### src/rtl/btb_update_sched.sv
// Pending-update queue for branch-target writes into a single-ported BTB.
// Writes steal idle fetch cycles; a starvation timer forces a fetch stall.
module btb_update_sched #(
  parameter int DEPTH        = 4,
  parameter int PC_WIDTH     = 16,
  parameter int STARVE_LIMIT = 8
) (
  input  logic                       clk,
  input  logic                       reset_n,
  input  logic                       upd_valid,
  input  logic [PC_WIDTH-1:0]        upd_pc,
  input  logic [PC_WIDTH-1:0]        upd_target,
  input  logic                       fetch_req,
  output logic                       q_full,
  output logic [$clog2(DEPTH+1)-1:0] q_count,
  output logic                       btb_we,
  output logic [PC_WIDTH-1:0]        btb_waddr,
  output logic [PC_WIDTH-1:0]        btb_wdata,
  output logic                       fetch_stall,
  output logic                       err_overflow
);

  // state   | meaning
  // IDLE    | queue empty
  // PENDING | updates waiting for a cycle without a fetch read
  // FORCE   | fetch stalled, head written unconditionally

  localparam int CW = $clog2(DEPTH + 1);
  localparam int PW = $clog2(DEPTH);
  localparam int SW = $clog2(STARVE_LIMIT + 1);

  typedef enum logic [1:0] {S_IDLE, S_PENDING, S_FORCE} state_t;

  state_t                state_q, state_d;
  logic [PC_WIDTH-1:0]   pc_q  [DEPTH];
  logic [PC_WIDTH-1:0]   pc_d  [DEPTH];
  logic [PC_WIDTH-1:0]   tgt_q [DEPTH];
  logic [PC_WIDTH-1:0]   tgt_d [DEPTH];
  logic [PW-1:0]         head_q, head_d;
  logic [PW-1:0]         tail_q, tail_d;
  logic [CW-1:0]         count_q, count_d;
  logic [SW-1:0]         starve_q, starve_d;
  logic                  err_q, err_d;
  logic                  full_q, full_d;
  logic                  stall_q, stall_d;

  logic                  pop, enq, drop, hit;
  logic [PW-1:0]         hit_idx;
  logic [PW-1:0]         off;

  always_comb begin
    pop     = (count_q != '0) && (!fetch_req || state_q == S_FORCE);
    hit     = 1'b0;
    hit_idx = '0;
    off     = '0;
    // The head being popped this cycle is not a coalesce target; the update
    // becomes a fresh entry instead, so the new target is still written.
    for (int i = 0; i < DEPTH; i++) begin
      off = PW'(i) - head_q;
      if ((CW'(off) < count_q) && (pc_q[i] == upd_pc) &&
          !(pop && (PW'(i) == head_q))) begin
        hit     = upd_valid;
        hit_idx = PW'(i);
      end
    end

    enq  = upd_valid && !hit && ((count_q != CW'(DEPTH)) || pop);
    drop = upd_valid && !hit && (count_q == CW'(DEPTH)) && !pop;

    pc_d  = pc_q;
    tgt_d = tgt_q;
    if (hit) tgt_d[hit_idx] = upd_target;
    if (enq) begin
      pc_d[tail_q]  = upd_pc;
      tgt_d[tail_q] = upd_target;
    end

    head_d  = pop ? head_q + PW'(1) : head_q;
    tail_d  = enq ? tail_q + PW'(1) : tail_q;
    count_d = count_q + CW'(enq) - CW'(pop);
    err_d   = err_q | drop;

    starve_d = starve_q;
    if (pop)
      starve_d = '0;
    else if ((count_q != '0) && fetch_req && (starve_q != SW'(STARVE_LIMIT)))
      starve_d = starve_q + SW'(1);

    // Entering FORCE on the edge the counter reaches the limit gives exactly
    // STARVE_LIMIT blocked cycles before the forced write.
    if (state_q == S_FORCE)
      state_d = (count_d != '0) ? S_PENDING : S_IDLE;
    else if (count_d == '0)
      state_d = S_IDLE;
    else if (starve_d == SW'(STARVE_LIMIT))
      state_d = S_FORCE;
    else
      state_d = S_PENDING;

    full_d  = (count_d == CW'(DEPTH));
    stall_d = (state_d == S_FORCE);
  end

  always_ff @(posedge clk or negedge reset_n) begin
    if (!reset_n) begin
      state_q  <= S_IDLE;
      pc_q     <= '{default: '0};
      tgt_q    <= '{default: '0};
      head_q   <= '0;
      tail_q   <= '0;
      count_q  <= '0;
      starve_q <= '0;
      err_q    <= 1'b0;
      full_q   <= 1'b0;
      stall_q  <= 1'b0;
    end else begin
      state_q  <= state_d;
      pc_q     <= pc_d;
      tgt_q    <= tgt_d;
      head_q   <= head_d;
      tail_q   <= tail_d;
      count_q  <= count_d;
      starve_q <= starve_d;
      err_q    <= err_d;
      full_q   <= full_d;
      stall_q  <= stall_d;
    end
  end

  assign btb_we       = pop;
  assign btb_waddr    = pc_q[head_q];
  assign btb_wdata    = tgt_q[head_q];
  assign q_count      = count_q;
  assign q_full       = full_q;
  assign fetch_stall  = stall_q;
  assign err_overflow = err_q;

endmodule

### config.mk
export PLATFORM = sky130hd
export DESIGN_NAME = btb_update_sched
export DESIGN_NICKNAME = d
export VERILOG_FILES = /design/src/rtl/btb_update_sched.sv
export SDC_FILE = /design/constraint.sdc
export NUM_CORES = 1
export LEC_CHECK = 0
export ABC_AREA = 1
export CAP_MARGIN = 5
export CORE_MARGIN = 2
export CORE_UTILIZATION = 48
export DETAILED_ROUTE_END_ITERATION = 7
export GPL_ROUTABILITY_DRIVEN = 0
export PLACE_DENSITY = 0.68
export SYNTH_ARGS = -nofsm -noshare
export SYNTH_HDL_FRONTEND = slang
export SYNTH_SLANG_ARGS = --single-unit
### constraint.sdc
create_clock -name clk -period 5.7 [get_ports clk]
set_input_delay 1.14 -clock clk [delete_from_list [all_inputs] [get_ports clk]]
set_output_delay 1.14 -clock clk [all_outputs]
set_load 0.005 [all_outputs]
==> flow_summary.ini, run 1 <==
[outcome]
status = finished clean

[detailed_routing]
avgViaCountPerCell = 5.33
routedWlPerCell_um = 16.3
drc = 0
routed_wl_mm = 21.6
ant_nets = 0
first_pass_iters = 5
via_count = 7079
first_iter_violations = 491

[cells_and_area]
fin_nets = 1143
layout_commonest_cell = nand2_1
final_cell_mix = nand2_1 (301), dfrtp_1 (143), o21ai_0 (129), nor2_1 (101), nand3_1 (78)
syn2layout_area_growth_pct = 15.3
drive_gt1_frac = 0.0798
num_antenna_cells = 0

[place]
portBuffers = 74
place_ws_ns = 1.09
dp_hpwl_mm = 13.3

[power_and_ir_drop]
leakage_nw = 4.56
power.switching_mw = 2.31
p_int_mw = 3.31
vdd_drop_max_mv = 0.278
p_comb_frac = 0.468
power_frac_seq = 0.328
p_sw_frac = 0.412
pwr-share-clk = 0.203
p_total_mw = 5.62
powerDensity_nw_per_um2 = 588

[synthesis]
synth-seq-area-share = 0.435
synth.avg_cell_area_um2 = 7.86
syn-num-nets = 1107
yosysTopAreaCell = dfrtp_1
syn_area_um2 = 8280
yosys-top-cells-area = dfrtp_1 (43%), nand2_1 (14%), o21ai_0 (7.8%)
synthCells = 1054
netlist.area_leader.share = 0.435
synth-seq-cells = 144
synth_cell_types = 38
yosysWarnings = 0

[clock_network]
cts_buffer_depth = 2
htreeDepth = 4
clkTransAtPathRegs_ns = 0.06
cts_resized = 0
clock_latency_ns = 0.42
tritoncts = done
clkSinkCount = 144
postCtsSetupBuffers = 0
cts_hold_buf = 0
cts_root_buf = clkbuf_16
numCtsBuffers = 17

[floorplanning]
die_area_um2 = 18300
die_w_um = 135
io_pins = 75
start_util = 0.486
design.core.area_um2 = 17100
rows = 48
die_h_um = 135

[critical_path]
crit_slowest_cell = clkdlybuf4s50_1
crit_top_cell = nor2_1
path_class = in -> reg
max_stage_delay_ns = 0.60
crit_fanout = 5
start_kind = primary input
worstPathArrival_ns = 4.47
required_ns = 5.99
cp-end-kind = flop
path_cells = clkdlybuf4s50_1 > xor2_1 > nor2_1 > nand2_1 > nor2_1 > nand3_2 > nand2_1 > nor2_1 > nand2_1 > ha_1 > inv_1 > ha_1 > fa_1 > xnor2_1 > xor2_1 > nor3_1 > nor2_1
critPathBufInv = 2
critical-path-top-delay-family = simple AND/OR/NAND/NOR gates

[timing]
fmax_ghz = 0.239
fin_crit_sh = 0.733
skew_ns = 0.00765
layout_setup_ws_ns = 1.52
rsz0062_at_grt = no
worstMarginPinSlew_ns = 0.881
slew_headroom = 0.412
setup_violations = 0
hold_viol = 0
fin_setup_tns_ns = 0
layout_min_cycle_time_ns = 4.18
drv_slew = 0

[grt]
grt_pass1_wl_mm = 35.0
grt.total_usage = 0.246
grt_remaining_overflow = 0
antenna_found_initial = 0
grt_max_degree = 55
grt_pass1_vias = 6954

[worst_hold_path]
min_path_type = reg -> reg

[job]
max-cap-violations = 0
==> state kept, by name, summed over array words and instances, names as in the netlist <==
| name | count |
|---|---|
| q_full | 1 |
| starve_q | 4 |
| pc_q | 64 |
| head_q | 2 |
| tail_q | 2 |
| tgt_q | 64 |
| err_overflow | 1 |
| fetch_stall | 1 |
| state_q | 2 |
| q_count | 3 |
==> power groups by stage <==
stage / combinational [mW] / clock [mW] / sequential, mW
3_3_place_gp: 2.57 / 0 / 1.84
4_1_cts: 2.63 / 1.16 / 1.84
3_5_place_dp: 2.60 / 0 / 1.85
2_1_floorplan: 1.73 / 0 / 1.76
5_1_grt: 2.97 / 1.20 / 1.91
6_report: 2.63 / 1.14 / 1.84
==> path summary, 6_finish.rpt <==
kind	startpoint	depth (start not counted)	end	slack [ns]
worst max-delay path	upd_pc[12]	17	fetch_stall$_DFF_PN0_	1.52
worst min-delay path	tgt_q[43]$_DFF_PN0_	2	tgt_q[43]$_DFF_PN0_	0.50
worst max register to register	head_q[1]$_DFFE_PN0P_	20	fetch_stall$_DFF_PN0_	1.65
worst min register to register	tgt_q[43]$_DFF_PN0_	2	tgt_q[43]$_DFF_PN0_	0.50
max in group asynchronous	reset_n	2	head_q[0]$_DFFE_PN0P_	3.96
min in group asynchronous	reset_n	1	pc_q[24]$_DFFE_PN0P_	0.63
==> final cells by class <==
class	instances	area, um2
flip-flops and latches	144	3600
inverters	67	256
multi-input cells	779	4010
clock inverters	13	151
fillers	1666	7500
clock buffers	19	453
well taps	225	282
repair buffers	81	795
==> through the flow <==
step                       util  cell area [um2]  std cells  hold slack [ns]
after CTS                 0.560             9560       1328            0.506
after global routing      0.560             9560       1328            0.524
after floorplan               -             8280       1054            0.468
after global placement    0.525             8950       1296            0.485
after detailed placement  0.525             8950       1296            0.489
final                     0.560             9560       1328            0.504
==> logic make-up after synthesis <==
group	count (synthesis)	synth area share
adders and majority gates	17	0.0266
and+or+nand+nor	515	0.275
xor gates and xnor gates	63	0.0666
buffers and inverters	131	0.0805
AOI/OAI and AO/OA	184	0.117
DFF	144	0.435
==> layer usage <==
layer / GRT usage / part of all wire
met3: 0.0554 / 0.060
met2: 0.406 / 0.48
met1: 0.326 / 0.45
met4: 0.0747 / 0.012
met5: 0 / 0
==> worst reg2reg max path: stages (launching register included) <==
cell and delay (ns):
dfrtp_1 0.37, inv_1 0.39, ha_1 0.35, ha_1 0.28, inv_1 0.03, nor2_1 0.07
a21boi_1 0.07, nand2_1 0.10, inv_2 0.06, nand3_1 0.10, nand2_1 0.11, nor2_1 0.22
nand2_1 0.17, ha_1 0.33, inv_1 0.04, ha_1 0.18, fa_1 0.38, xnor2_1 0.14
xor2_1 0.16, nor3_1 0.27, nor2_1 0.09
==> cell usage after synthesis <==
cell	count
nand3_1	78
xor2_1	31
nand4_4	5
buf_2	15
nand2_4	4
nand4_2	1
ha_1	16
fa_1	1
inv_2	10
clkbuf_1	23
nand2_1	301
dfrtp_1	144
clkbuf_2	1
nor3_1	1
o22ai_1	17
a21oi_1	20
o21ai_2	5
or2_2	1
buf_1	2
o21bai_1	1
nor2_8	1
o21ai_1	11
buf_4	7
nor2_4	4
buf_6	15
nor2_1	101
nand3_2	6
o21ai_0	129
nand4_1	2
buf_8	1
nand2_2	5
nor3b_1	1
xnor2_1	32
a21boi_1	1
nor2_2	3
inv_1	55
inv_4	2
and2_1	1
Note: power is estimated with default switching activity, not from simulation.
==> inputs of run 2 (changes only) <==
- clock period: 5.7 -> 4.1 ns (I/O delays scaled with it)
==> flow_summary.ini, run 2 (same netlist as run 1, synthesis figures left out) <==
[grt]
grt_pass1_wl_mm = 35.3
grt.total_usage = 0.248
antenna_found_initial = 0
grt_pass1_vias = 6811
grt_max_degree = 87
grt_remaining_overflow = 0

[detailed_routing]
routed_wl_mm = 21.7
drc = 0
first_iter_violations = 559
first_pass_iters = 5
avgViaCountPerCell = 5.26
via_count = 7117
ant_nets = 0
routedWlPerCell_um = 16.0

[timing]
setup_violations = 0
skew_ns = 0.0100
layout_min_cycle_time_ns = 3.72
rsz0062_at_grt = no
worstMarginPinSlew_ns = 0.635
fin_crit_sh = 0.907
holdWs_ns = 0.350
drv_slew = 0
slew_headroom = 0.577
fmax_ghz = 0.269
hold_viol = 0
fin_setup_tns_ns = 0

[critical_path]
max_stage_delay_ns = 0.60
required_ns = 3.28
cp-end-kind = output port
path_cells = inv_4 > buf_4 > buf_4 > o21ai_0 > o21ai_0 > clkdlybuf4s50_1
worstPathArrival_ns = 2.90
rrSetupSlack_ns = 0.49
path_class = reg -> out
start_kind = flop
crit_slowest_cell = clkdlybuf4s50_1
crit_fanout = 53

[cells_and_area]
fill_cells = 1580
multi_input_area_um2 = 4010
fin_nets = 1169
final_util = 0.572
top_regs = pc_q x64, tgt_q x64, starve_q x4
layout_commonest_cell = nand2_1
register_area_um2 = 3600
final_cell_mix = nand2_1 (301), dfrtp_1 (143), o21ai_0 (129), nor2_1 (101), nand3_1 (78)
num_antenna_cells = 0
design_area_um2 = 9760
syn2layout_area_growth_pct = 17.8
drive_gt1_frac = 0.101

[floorplanning]
design.core.area_um2 = 17100
io_pins = 75
start_util = 0.486
die_w_um = 135
die_h_um = 135
rows = 48
die_area_um2 = 18300

[clock_network]
cts_resized = 0
htreeDepth = 4
cts_root_buf = clkbuf_16
postCtsSetupBuffers = 0
cts_hold_buf = 0
numCtsBuffers = 17
cts_buffer_depth = 2
clkSinkCount = 144
clkTransAtPathRegs_ns = 0.06
clock_latency_ns = 0.44
tritoncts = done

[place]
dpl_cell_area_um2 = 9160
dp_hpwl_mm = 14.0
portBuffers = 74

[power_and_ir_drop]
vdd_drop_max_mv = 0.408
leakage_nw = 4.69
p_total_mw = 7.84
powerDensity_nw_per_um2 = 804

[job]
max-cap-violations = 0

[worst_hold_path]
min_path_type = in -> async

[outcome]
status = finished clean
-- run 2: power by group --
group          internal [mW]  leakage (nW)  switching [mW]
Sequential              2.06          1.80           0.516
Combinational           1.64          2.59            2.06
Clock                  0.884         0.298           0.681
Total                   4.58          4.69            3.26
-- run 2: worst paths after layout --
check | start | end | cells past startpoint
min in group clk | pc_q[27]$_DFFE_PN0P_ | pc_q[27]$_DFFE_PN0P_ | 2
max in group asynchronous | reset_n | pc_q[34]$_DFFE_PN0P_ | 2
setup / recovery | head_q[0]$_DFFE_PN0P_ | btb_waddr[2] | 6
hold / removal | reset_n | pc_q[24]$_DFFE_PN0P_ | 1
hold reg to reg | pc_q[27]$_DFFE_PN0P_ | pc_q[27]$_DFFE_PN0P_ | 2
setup reg to reg | head_q[0]$_DFFE_PN0P_ | fetch_stall$_DFF_PN0_ | 17
-- run 2: critical path: cells and delay by family (launching register included) --
family,cells,cell delay (ns)
buffers and inverters,4,1.45
AO/OA/AOI/OAI,2,0.56
flip-flops,1,0.42
-- run 2: routing by layer --
| metal | track usage | wire (um) |
|---|---|---|
| met5 | 0 | 0 |
| met3 | 0.0434 | 1110 |
| met1 | 0.346 | 10100 |
| met2 | 0.385 | 9990 |
| met4 | 0.0966 | 541 |
-- run 2: through the flow --
stage	setup slack, ns	std cells
3_3_place_gp	0.0157	1322
4_1_cts	0.409	1354
6_report	0.381	1354
3_5_place_dp	-0.0289	1322
5_1_grt	0.177	1354
2_1_floorplan	0.0552	1054
-- run 2: cell type report --
class                      count  area share
sequential                   144       0.370
timing repair buffer         107       0.103
clock buffer                  18      0.0450
tap                          225      0.0289
inverter                      67      0.0263
multi-input combinational    779       0.411
clock inverter                14      0.0162
==> inputs of run 3 (changes only) <==
- ABC_AREA: 1 -> not set
- CTS_BUF_LIST: not set -> sky130_fd_sc_hd__clkbuf_8 sky130_fd_sc_hd__clkbuf_16
- PLACE_DENSITY: 0.68 -> 0.69
==> flow_summary.ini, run 3 <==
[synthesis]
synth_ff_type = dfrtp_1
synth.avg_cell_area_um2 = 13.3
yosysMostFrequentCell = dfrtp_1
synth-seq-area-share = 0.453
yosys-top-cells-area = dfrtp_1 (45%), mux2_2 (11%), mux4_2 (9.1%)
synth_cell_types = 53
syn_area_um2 = 7950
synth_common_cells = dfrtp_1 (144), mux2_2 (78), xnor2_1 (53)
yosysWarnings = 0
yosysTopAreaCell = dfrtp_1
synth-seq-cells = 144
syn-num-nets = 653
synth_edf_count = 0
netlist.area_leader.share = 0.453
synthCells = 600
async_flop_share = 1.00

[timing]
hold_viol = 0
fmax_ghz = 0.258
worstMarginPinSlew_ns = 1.06
fin_setup_tns_ns = 0
holdWs_ns = 0.353
rsz0062_at_grt = no
drv_slew = 0
setup_violations = 0
fin_crit_sh = 0.946
slew_headroom = 0.288
skew_ns = 0.0116
layout_min_cycle_time_ns = 3.88

[power_and_ir_drop]
p_total_mw = 7.94
power_frac_seq = 0.337
power.switching_mw = 2.63
p_sw_frac = 0.331
p_int_mw = 5.31
p_comb_frac = 0.473
leakage_nw = 3.78
pwr-share-clk = 0.190
powerDensity_nw_per_um2 = 833
vdd_drop_max_mv = 0.386

[grt]
grt_max_degree = 91
grt_pass1_vias = 5694
grt_remaining_overflow = 0
grt_pass1_wl_mm = 30.7
antenna_found_initial = 0
grt.total_usage = 0.226

[floorplanning]
rows = 47
start_util = 0.485
die_w_um = 133
io_pins = 75
die_h_um = 133
die_area_um2 = 17600
design.core.area_um2 = 16400

[clock_network]
tritoncts = done
clkSinkCount = 144
cts_buffer_depth = 2
numCtsBuffers = 17
clock_latency_ns = 0.42
clkTransAtPathRegs_ns = 0.06
htreeDepth = 4
cts_root_buf = clkbuf_16

[critical_path]
crit_slowest_cell = clkdlybuf4s50_1
path_class = in -> reg
path_cells = clkdlybuf4s50_1 > xor2_1 > nor4_1 > buf_4 > nand4_1 > a2bb2o_4 > nor3_2 > inv_1 > ha_1 > inv_1 > ha_1 > fa_1 > xor2_1 > xnor2_1 > nor3_1 > nor4b_1
critPathBufInv = 4
max_stage_delay_ns = 0.56
required_ns = 4.40
worstPathArrival_ns = 4.18
critical-path-top-delay-family = simple AND/OR/NAND/NOR gates
reg2regPathDepth = 17
cp-end-kind = flop
crit_fanout = 5
worst-path-stages = 16
start_kind = primary input

[cells_and_area]
syn2layout_area_growth_pct = 19.9
num_antenna_cells = 0
fin_cells = 910
top_regs = pc_q x64, tgt_q x64, starve_q x4
final_cell_mix = dfrtp_1 (143), mux2_2 (78), clkdlybuf4s50_1 (73), xnor2_1 (53)
design_area_um2 = 9540
drive_gt1_frac = 0.301
layout_commonest_cell = dfrtp_1
fin_nets = 731

[job]
max-cap-violations = 0

[detailed_routing]
avgViaCountPerCell = 5.80
via_count = 5278
drc = 0
routedWlPerCell_um = 20.6
first_pass_iters = 5
ant_nets = 0
first_iter_violations = 275
routed_wl_mm = 18.7

[worst_hold_path]
min_path_type = in -> async

[place]
dp_hpwl_mm = 12.5
portBuffers = 74
dp_cells = 879
dpl_cell_area_um2 = 8950

[outcome]
status = finished clean
run 3: cell types whose count changed after synthesis, sizes merged, moves of 50 or more:
| cell | previous run | this run |
|---|---|---|
| nor2 | 109 | 5 |
| nand2 | 310 | 21 |
| nand3 | 84 | 17 |
| mux2 | 0 | 113 |
| inv | 67 | 17 |
| o21ai | 145 | 17 |
run 3: cell type report:
| class | count | area [um2] |
|---|---|---|
| clock buffers | 20 | 467 |
| clock inverters | 11 | 114 |
| fillers | 1313 | 6870 |
| inverters | 17 | 63.8 |
| multi-input cells | 389 | 3980 |
| flip-flops and latches | 144 | 3600 |
| well taps | 220 | 275 |
| repair buffers | 109 | 1030 |
run 3: kinds of logic after synthesis:
| group | Yosys count | share of synthesized area |
|---|---|---|
| buf+inv | 67 | 0.0478 |
| mux | 146 | 0.257 |
| flops | 144 | 0.453 |
| simple gates | 101 | 0.0824 |
| fa+ha+maj | 17 | 0.0277 |
| compound gates | 54 | 0.0543 |
| xor+xnor | 71 | 0.0782 |
run 3: worst reg2reg max path, delay by kind of cell (launching register included):
family / cells / cell delay [ns]
adders and majority gates: 5 / 1.44
and+or+nand+nor: 3 / 0.64
AOI/OAI and AO/OA: 3 / 0.59
xor gates and xnor gates: 2 / 0.36
DFF: 1 / 0.35
buffers and inverters: 4 / 0.25
run 3: worst paths after layout:
check	from	end	slack (ns)
setup / recovery	upd_pc[12]	fetch_stall$_DFF_PN0_	0.22
hold / removal	reset_n	pc_q[35]$_DFFE_PN0P_	0.35
setup reg to reg	head_q[1]$_DFFE_PN0P_	fetch_stall$_DFF_PN0_	0.35
hold reg to reg	tgt_q[60]$_DFF_PN0_	tgt_q[60]$_DFF_PN0_	0.49
max in group asynchronous	reset_n	tgt_q[59]$_DFF_PN0_	2.90
min in group clk	tgt_q[60]$_DFF_PN0_	tgt_q[60]$_DFF_PN0_	0.49
run 3: repair_timing:
item                                    CTS  global route
endpoints found under the setup margin    0             1
hold buffers                              0             0
gates resized for setup                   0             2
setup buffers                             0             0
run 3: through the flow:
stage / util / setup slack, ns
detailed placement: 0.545 / -0.227
floorplan: - / 0.0486
global route: 0.581 / 0.00749
CTS: 0.581 / 0.172
finish: 0.581 / 0.222
global placement: 0.545 / -0.0286
run 3: routing by layer:
| metal | track usage | part of all wire | vias up |
|---|---|---|---|
| met1 | 0.295 | 0.44 | 2755 |
| met2 | 0.376 | 0.51 | 141 |
| met4 | 0.0699 | 0.014 | 0 |
| met3 | 0.0525 | 0.040 | 22 |
| met5 | 0 | 0 | - |
| li1 | - | - | 2360 |
run 3: power by group through the flow:
stage               Clock, mW  Combinational (mW)  Sequential [mW]
global route             1.61                4.05             2.76
floorplan                   0                2.48             2.50
detailed placement          0                3.77             2.69
finish                   1.51                3.76             2.68
CTS                      1.54                3.79             2.68
global placement            0                3.67             2.62
